===== config.mk =====
export PLATFORM = sky130hd
export DESIGN_NAME = fp_division_seq
export DESIGN_NICKNAME = d
export VERILOG_FILES = /design/src/rtl/fp_division_seq.sv
export SDC_FILE = /design/constraint.sdc
export NUM_CORES = 1
export LEC_CHECK = 0
export ABC_CLOCK_PERIOD_IN_PS = 4100
export BUFFER_PORTS_ARGS = -buffer_cell sky130_fd_sc_hd__buf_2
export CORE_MARGIN = 2
export CORE_UTILIZATION = 37
export CTS_CLUSTER_SIZE = 14
export DETAILED_ROUTE_END_ITERATION = 8
export PLACE_DENSITY = 0.58
export SLEW_MARGIN = 20
export SYNTH_ARGS = -nofsm -noshare
export SYNTH_HDL_FRONTEND = slang
export SYNTH_SLANG_ARGS = --single-unit
export TNS_END_PERCENT = 50

===== constraint.sdc =====
create_clock -name clk -period 4.1 [get_ports clk]
set_clock_uncertainty 0.2 [all_clocks]
set_input_delay 0.41 -clock clk [delete_from_list [all_inputs] [get_ports clk]]
set_output_delay 0.41 -clock clk [all_outputs]
set_load 0.005 [all_outputs]

===== src/rtl/fp_division_seq.sv =====
// Sequential floating-point divider: radix-2 restoring division with round-to-nearest-even.
// Fixed latency of MAN_W+5 cycles from the accepting edge to done, specials included.
module fp_division_seq #(
    parameter int unsigned EXP_W = 8,
    parameter int unsigned MAN_W = 23
) (
    input  logic                 clk,
    input  logic                 rst_n,
    input  logic                 start,
    input  logic [EXP_W+MAN_W:0] in1,
    input  logic [EXP_W+MAN_W:0] in2,
    output logic                 busy,
    output logic                 done,
    output logic [EXP_W+MAN_W:0] out,
    output logic                 div_by_zero,
    output logic                 invalid,
    output logic                 overflow,
    output logic                 underflow
);
    localparam int unsigned W     = 1 + EXP_W + MAN_W;
    localparam int unsigned EW    = EXP_W + 2;
    localparam int unsigned ITERS = MAN_W + 3;
    localparam int unsigned CW    = $clog2(ITERS + 1);
    localparam logic [EW-1:0]    BIAS = EW'((1 << (EXP_W - 1)) - 1);
    localparam logic [EXP_W-1:0] EMAX = '1;

    typedef enum logic [1:0] {StIdle, StLoad, StDiv, StRound} state_e;

    state_e                state_q, state_d;
    logic [W-1:0]          a_q, a_d, b_q, b_d;
    logic                  sign_q, sign_d;
    logic signed [EW-1:0]  exp_q, exp_d;
    logic [MAN_W+1:0]      rem_q, rem_d;
    logic [MAN_W:0]        dvs_q, dvs_d;
    // Holds fraction, guard and round bits; the integer bit is always 1 and is shifted out.
    logic [MAN_W+1:0]      quo_q, quo_d;
    logic [CW-1:0]         cnt_q, cnt_d;
    logic                  spec_q, spec_d, spec_dz_q, spec_dz_d, spec_inv_q, spec_inv_d;
    logic [W-1:0]          spec_res_q, spec_res_d;
    logic [W-1:0]          out_q, out_d;
    logic                  done_q, done_d;
    logic                  dz_q, dz_d, inv_q, inv_d, ovf_q, ovf_d, udf_q, udf_d;

    // Operand unpacking and classification (subnormals count as zero)
    logic                  s1, s2;
    logic [EXP_W-1:0]      e1, e2;
    logic [MAN_W-1:0]      f1, f2;
    logic                  nan1, nan2, inf1, inf2, zero1, zero2;
    logic [MAN_W:0]        m1, m2;
    logic signed [EW-1:0]  exp_raw;

    assign {s1, e1, f1} = a_q;
    assign {s2, e2, f2} = b_q;
    assign nan1  = (e1 == EMAX) && (f1 != '0);
    assign nan2  = (e2 == EMAX) && (f2 != '0);
    assign inf1  = (e1 == EMAX) && (f1 == '0);
    assign inf2  = (e2 == EMAX) && (f2 == '0);
    assign zero1 = (e1 == '0);
    assign zero2 = (e2 == '0);
    assign m1    = {1'b1, f1};
    assign m2    = {1'b1, f2};
    assign exp_raw = $signed({2'b00, e1}) - $signed({2'b00, e2}) + $signed(BIAS);

    // One restoring-division step
    logic                  ge;
    logic [MAN_W:0]        diff;
    assign ge   = rem_q >= {1'b0, dvs_q};
    assign diff = ge ? (MAN_W+1)'(rem_q - {1'b0, dvs_q}) : rem_q[MAN_W:0];

    // Rounding: lsb = quo_q[2], guard = quo_q[1], round = quo_q[0], sticky = remainder != 0
    logic                  round_up;
    logic [MAN_W:0]        frac_rnd;
    logic signed [EW-1:0]  exp_fin;
    assign round_up = quo_q[1] & (quo_q[0] | (rem_q != '0) | quo_q[2]);
    assign frac_rnd = {1'b0, quo_q[MAN_W+1:2]} + (MAN_W+1)'(round_up);
    assign exp_fin  = exp_q + $signed({{(EW-1){1'b0}}, frac_rnd[MAN_W]});

    // Next-state and datapath control
    always_comb begin
        state_d    = state_q;
        a_d        = a_q;
        b_d        = b_q;
        sign_d     = sign_q;
        exp_d      = exp_q;
        rem_d      = rem_q;
        dvs_d      = dvs_q;
        quo_d      = quo_q;
        cnt_d      = cnt_q;
        spec_d     = spec_q;
        spec_dz_d  = spec_dz_q;
        spec_inv_d = spec_inv_q;
        spec_res_d = spec_res_q;
        out_d      = out_q;
        dz_d       = dz_q;
        inv_d      = inv_q;
        ovf_d      = ovf_q;
        udf_d      = udf_q;
        done_d     = 1'b0;
        unique case (state_q)
            StIdle: begin
                // A start in the done cycle is dropped
                if (start && !done_q) begin
                    a_d     = in1;
                    b_d     = in2;
                    state_d = StLoad;
                end
            end
            StLoad: begin
                sign_d = s1 ^ s2;
                cnt_d  = '0;
                quo_d  = '0;
                dvs_d  = m2;
                // Pre-shift keeps the quotient in [1,2)
                if (m1 < m2) begin
                    rem_d = {m1, 1'b0};
                    exp_d = exp_raw - EW'(1);
                end else begin
                    rem_d = {1'b0, m1};
                    exp_d = exp_raw;
                end
                spec_d     = 1'b1;
                spec_dz_d  = 1'b0;
                spec_inv_d = 1'b0;
                if (nan1 || nan2 || (zero1 && zero2) || (inf1 && inf2)) begin
                    spec_res_d = {1'b0, EMAX, 1'b1, {(MAN_W-1){1'b0}}};
                    spec_inv_d = 1'b1;
                end else if (zero2 && !inf1) begin
                    spec_res_d = {s1 ^ s2, EMAX, {MAN_W{1'b0}}};
                    spec_dz_d  = 1'b1;
                end else if (inf1) begin
                    spec_res_d = {s1 ^ s2, EMAX, {MAN_W{1'b0}}};
                end else if (zero1 || inf2) begin
                    spec_res_d = {s1 ^ s2, {(W-1){1'b0}}};
                end else begin
                    spec_d     = 1'b0;
                    spec_res_d = '0;
                end
                state_d = StDiv;
            end
            StDiv: begin
                rem_d = {diff, 1'b0};
                quo_d = {quo_q[MAN_W:0], ge};
                cnt_d = cnt_q + CW'(1);
                if (cnt_q == CW'(ITERS - 1)) begin
                    state_d = StRound;
                end
            end
            StRound: begin
                done_d  = 1'b1;
                state_d = StIdle;
                dz_d    = 1'b0;
                inv_d   = 1'b0;
                ovf_d   = 1'b0;
                udf_d   = 1'b0;
                if (spec_q) begin
                    out_d = spec_res_q;
                    dz_d  = spec_dz_q;
                    inv_d = spec_inv_q;
                end else if (exp_fin >= $signed({2'b00, EMAX})) begin
                    out_d = {sign_q, EMAX, {MAN_W{1'b0}}};
                    ovf_d = 1'b1;
                end else if (exp_fin[EW-1] || (exp_fin == '0)) begin
                    out_d = {sign_q, {(W-1){1'b0}}};
                    udf_d = 1'b1;
                end else begin
                    // On a rounding carry the fraction bits are already zero
                    out_d = {sign_q, exp_fin[EXP_W-1:0], frac_rnd[MAN_W-1:0]};
                end
            end
            default: state_d = StIdle;
        endcase
    end

    // State and datapath registers, cleared asynchronously
    always_ff @(posedge clk or negedge rst_n) begin
        if (!rst_n) begin
            state_q    <= StIdle;
            a_q        <= '0;
            b_q        <= '0;
            sign_q     <= 1'b0;
            exp_q      <= '0;
            rem_q      <= '0;
            dvs_q      <= '0;
            quo_q      <= '0;
            cnt_q      <= '0;
            spec_q     <= 1'b0;
            spec_dz_q  <= 1'b0;
            spec_inv_q <= 1'b0;
            spec_res_q <= '0;
            out_q      <= '0;
            done_q     <= 1'b0;
            dz_q       <= 1'b0;
            inv_q      <= 1'b0;
            ovf_q      <= 1'b0;
            udf_q      <= 1'b0;
        end else begin
            state_q    <= state_d;
            a_q        <= a_d;
            b_q        <= b_d;
            sign_q     <= sign_d;
            exp_q      <= exp_d;
            rem_q      <= rem_d;
            dvs_q      <= dvs_d;
            quo_q      <= quo_d;
            cnt_q      <= cnt_d;
            spec_q     <= spec_d;
            spec_dz_q  <= spec_dz_d;
            spec_inv_q <= spec_inv_d;
            spec_res_q <= spec_res_d;
            out_q      <= out_d;
            done_q     <= done_d;
            dz_q       <= dz_d;
            inv_q      <= inv_d;
            ovf_q      <= ovf_d;
            udf_q      <= udf_d;
        end
    end

    assign busy        = (state_q != StIdle);
    assign done        = done_q;
    assign out         = out_q;
    assign div_by_zero = dz_q;
    assign invalid     = inv_q;
    assign overflow    = ovf_q;
    assign underflow   = udf_q;

endmodule


# --- After elaboration in Yosys (flattened, before gate mapping) ---
# Cells that the tools add are included.
totals:
  wordCells: 100
  register_bits: 228
  out_inout_bits: 38
classes:
  bitwise: 4
  n_mux: 31
  n_addsub: 7
  n_lt_le_gt_ge: 3
  n_eq_ne: 8
  n_reduce_logical: 28
op_table:
  columns: ["op", "n"]
  rows:
  - ["$mux 32", 5]
  - ["$pmux 25 s2", 2]
  - ["$mux 31", 2]
  - ["$logic_not 23->1", 2]
  - ["$reduce_bool 23->1", 2]
  - ["$ge 25x24->1", 1]
  - ["$mux 25", 1]
  - ["$reduce_bool 25->1", 1]
  - ["$add 23x1->24", 1]
  - ["$lt 24x24->1", 1]
  - ["$mux 24", 1]
  - ["$sub 24x24->24", 1]
  - ["$eq 8x8->1 const B", 2]
  - ["$logic_not 8->1", 2]
  - ["$mux 1", 15]
  - ["$add 10x2->10", 1]
  - ["$add 9x8->10 const B", 1]
  - ["$ge 10x9->1 const B", 1]
  - ["$logic_not 10->1", 1]
  - ["$mux 10", 1]
  - ["$pmux 5 s2", 1]
  - ["$sub 10x2->10 const B", 1]
  - ["$sub 8x8->9", 1]
  - ["$logic_and 1x1->1", 8]
  - ["other kinds (15)", 26]

# --- Longest topological paths before layout ---
logic_depth:
  ltp_word: 11
  mapped_depth: 15
  mapped_depth_nobuf: 15

# --- Worst setup path after synthesis ---
# Ideal clock, no wire load.
synth_timing:
  kind: "register to register"
  from: "register quo_q[4]"
  to: "register out_q[10], in the netlist out[10]"
  arrival_ns: 3.331
  setup_ns: 0.135
  t_required_ns: 3.765
  path_buffers: 2
  path_stages_with_launch: 16
  period_less_slack_ns: 3.666
  slack_ns: 0.434
  cell_sequence: "dfrtp_1 -> clkbuf_1 -> and3_1 -> nand3_1 -> nor3_1 -> and3_1 -> ha_1 -> ha_1 -> nand3_1 -> xor2_1 -> nand3_1 -> or4_1 -> and2_1 -> o21ai_1 -> buf_2 -> o22ai_1"
synth_between:
  elab_chain_len: 7
synth_rtl:
  columns: ["element", "line", "rtl"]
  rows:
  - ["from (decl)", "36", "logic [MAN_W+1:0] quo_q, quo_d;"]
  - ["from (signal assigned)", "204", "quo_q <= quo_d;"]
  - ["$add 23x1->24 (*)", "75", "assign frac_rnd = {1'b0, quo_q[MAN_W+1:2]} + (MAN_W+1)'(round_up);"]
  - ["parallel branches: the longest is 4 deep, another holds $add 10x2->10", null, null]
  - ["$mux 31 (*)", "159", "end else if (exp_fin >= $signed({2'b00, EMAX})) begin"]
  - ["$mux 32 (*)", "155", "if (spec_q) begin"]
  - ["to (signal assigned)", "210", "out_q <= out_d;"]
  - ["to (decl)", "40", "logic [W-1:0] out_q, out_d;"]
# Mark *: on every way between the ends.
# A chain may end at the register's enable or synchronous reset.

# --- Worst setup path in the final report ---
layout_timing:
  from: "register quo_q[12]"
  to: "register out_q[19], in the netlist out[19]"
# The elaborated chain is that of the path after synthesis.

==> summary.txt <==
status -> complete, no violations
drt drc -> 0
vias in the first global route -> 9409
htree depth -> 4
HPWL Detailed -> 22.0 mm
Core Footprint -> 31600 sq um
Worst Hold Launch -> in1[2]
Final Hold Vio Count -> 0
synthesized flop and latch total -> 198
number of CTS-inserted buffers -> 17
Worst-Margin Slew -> 971 ps
DRT Wirelength -> 30.4 mm
Setup WS pre-CTS -> 123 ps
Die Wd -> 183 um
setup_tns -> 0 ps
Hold WC Path Type -> input pin to flip-flop
Via-to-Cell Ratio -> 5.31
most frequent cells in the layout -> dfrtp_1, inv_1, buf_2
crit path launch type -> flip-flop
IO Count -> 105
ys async rst share -> 1.00
Post-synth EDFFs -> 0
Arr. time, crit path -> 3910 ps
Synth Area per Inst -> 9.52 sq um
initial antenna violation count -> 0
endpoint class of the critical path -> flip-flop
largest fanout on the critical path -> 21
final slew viol count -> 0
Initial Util -> 0.375
Die ar. -> 33400 sq um
maximum clock rate -> 262 MHz
Placer Congestion -> 0.845
post-route cell area -> 14100 sq um
antenna diode count -> 0
IO buf count -> 104
via count -> 9633
CTS tree -> built
reg2reg start -> quo_q[12]
Routed Antenna Nets -> 0
yosys warns -> 0
Final nets -> 1532
min setup slack post-route -> 289 ps
worst slew margin relative to its limit -> 0.353
required time worst endpoint -> 4200 ps
syn nets -> 1377
Placed Area -> 12800 sq um
Synth Flop Type -> dfrtp_1
WL per Instance -> 16.8 um
register clock-pin slew on the reported worst setup and hold paths -> 80 ps
Pleak -> 0.00627 uW
chip height -> 183 um
crit path from -> quo_q[12]
layout cells sized above 1 -> 0.191
DRT Pass-1 Iters -> 6
commonest non-fill, non-tap cell in the layout -> dfrtp_1
cells after synthesis -> 1243
Cell Pwr Density -> 942 nW/um^2
kind of critical path -> flip-flop to flip-flop
first-pass GRT wire length -> 49.6 mm
num rows -> 65
Area growth syn-to-layout -> 19.1%
RSZ-0062 raised after global routing -> false
distinct cell type count after synthesis -> 76
synthesized cell area -> 11800 sq um
Tot GR Track Use -> 0.185
Layout fillers -> 3003
CTS Root Cell -> clkbuf_16
clock sink total -> 198
grt ovf -> 0
final period utilization -> 0.929
CTS Buffer Depth -> 2
Period minus WS final -> 3810 ps
clk_lat worst skew -> 450 ps
register area share after synthesis -> 0.419
endpoints failing setup -> 0
pin count of the biggest net entering global routing -> 103
max_cap viols -> 0
Peak VDD IR -> 0.416 mV
flop-to-flop setup slack -> 290 ps
DR iter-0 viols -> 633
[registers in the layout (all words and copies together), names as in the netlist]
name	flops
a_q	32
b_q	32
cnt_q	5
div_by_zero	1
done	1
dvs_q	24
exp_q	10
invalid	1
out	32
overflow	1
quo_q	25
rem_q	25
sign_q	1
spec_dz_q	1
spec_q	1
spec_res_q	3
state_q	2
underflow	1
[synthesized netlist by cell type (all sizes together) (8+ instances only)]
cell | n | area share
o21a | 9 | 0.0057
nand3 | 63 | 0.027
and3 | 14 | 0.0074
mux2 | 83 | 0.079
o22ai | 37 | 0.020
mux2i | 35 | 0.030
a21oi | 51 | 0.022
a211oi | 10 | 0.0076
nand2b | 9 | 0.0048
nor3 | 24 | 0.011
inv | 122 | 0.039
clkbuf | 41 | 0.013
a21o | 18 | 0.012
ha | 65 | 0.069
xnor2 | 45 | 0.035
nor4 | 23 | 0.012
buf | 13 | 0.0054
nand2 | 91 | 0.029
o221ai | 8 | 0.0059
dfrtp | 198 | 0.42
xor2 | 12 | 0.0095
nor2 | 58 | 0.019
nor2b | 11 | 0.0058
a31oi | 8 | 0.0048
o21ai | 85 | 0.036
nand4 | 19 | 0.010
[routing by layer]
metal | share of wire | track usage | wire [um] | vias up
met5 | 0 | 0 | 0 | -
met1 | 0.50 | 0.268 | 15100 | 4665
li1 | - | - | - | 4744
met3 | 0.038 | 0.0286 | 1150 | 31
met2 | 0.45 | 0.289 | 13600 | 193
met4 | 0.017 | 0.0522 | 511 | 0
[what timing repair did]
item	in CTS	in global routing
resized for setup	0	3
hold endpoints to repair	162	0
endpoints found under the setup margin	0	28
hold buffers	63	0
setup buffers	0	1
[worst max-delay path, stage by stage, from the launching register on]
cell     delay [ps]
dfrtp_1         430
nand3_1         170
nor3_1          330
nand3_1         160
nor3_2          190
and3_1          190
ha_1            200
ha_1            260
nand3_1         110
xor2_1          230
nand3_1          90
or4_1           420
and2_1          200
o21ai_1         130
buf_6           230
o22ai_1         110
[final cells by class]
| type | instances | area, sq um | area share |
|---|---|---|---|
| Tap cell | 402 | 503 | 0.0357 |
| Clock inverter | 15 | 180 | 0.0128 |
| Timing Repair Buffer | 190 | 1350 | 0.0957 |
| Clock buffer | 17 | 425 | 0.0302 |
| Inverter | 123 | 462 | 0.0328 |
| Multi-Input combinational cell | 868 | 6220 | 0.441 |
| Sequential cell | 198 | 4950 | 0.352 |
[metrics by stage]
| stage | std cells | util | total power [uW] | hold slack (ps) |
|---|---|---|---|---|
| 2_1_floorplan | 1243 | - | 9420 | -85.6 |
| 3_3_place_gp | 1717 | 0.407 | 11300 | 277 |
| 3_5_place_dp | 1717 | 0.407 | 11400 | 283 |
| 4_1_cts | 1812 | 0.446 | 13300 | 4.54 |
| 5_1_grt | 1813 | 0.447 | 14400 | 12.0 |
| 6_report | 1813 | 0.447 | 13300 | 21.5 |
[path summary, 6_finish.rpt]
| kind | to | cells past startpoint |
|---|---|---|
| hold reg to reg | dvs_q[23] | 2 |
| hold / removal | a_q[2] | 2 |
| setup reg to reg | out[19] | 15 |
| setup / recovery | out[19] | 15 |
| max in group asynchronous | b_q[12] | 3 |
| min in group asynchronous | quo_q[10] | 2 |
[where the power goes]
group | leakage (uW) | internal [uW] | switching (uW)
combinational | 0.00350 | 3470 | 4550
clock | 0.000301 | 928 | 839
sequential | 0.00247 | 2710 | 765
[kinds of logic (layout without fill, tap and decap cells)]
| logic type | after synthesis | after routing | share of synthesized area |
|---|---|---|---|
| AOI/OAI and AO/OA | 278 | 278 | 0.151 |
| xor gates and xnor gates | 57 | 57 | 0.0441 |
| adders and majority gates | 67 | 67 | 0.0721 |
| buffers and inverters | 177 | 345 | 0.0574 |
| DFF | 198 | 198 | 0.419 |
| muxes | 118 | 118 | 0.109 |
| and+or+nand+nor | 348 | 348 | 0.148 |
Power figures use the tool's default switching activity.
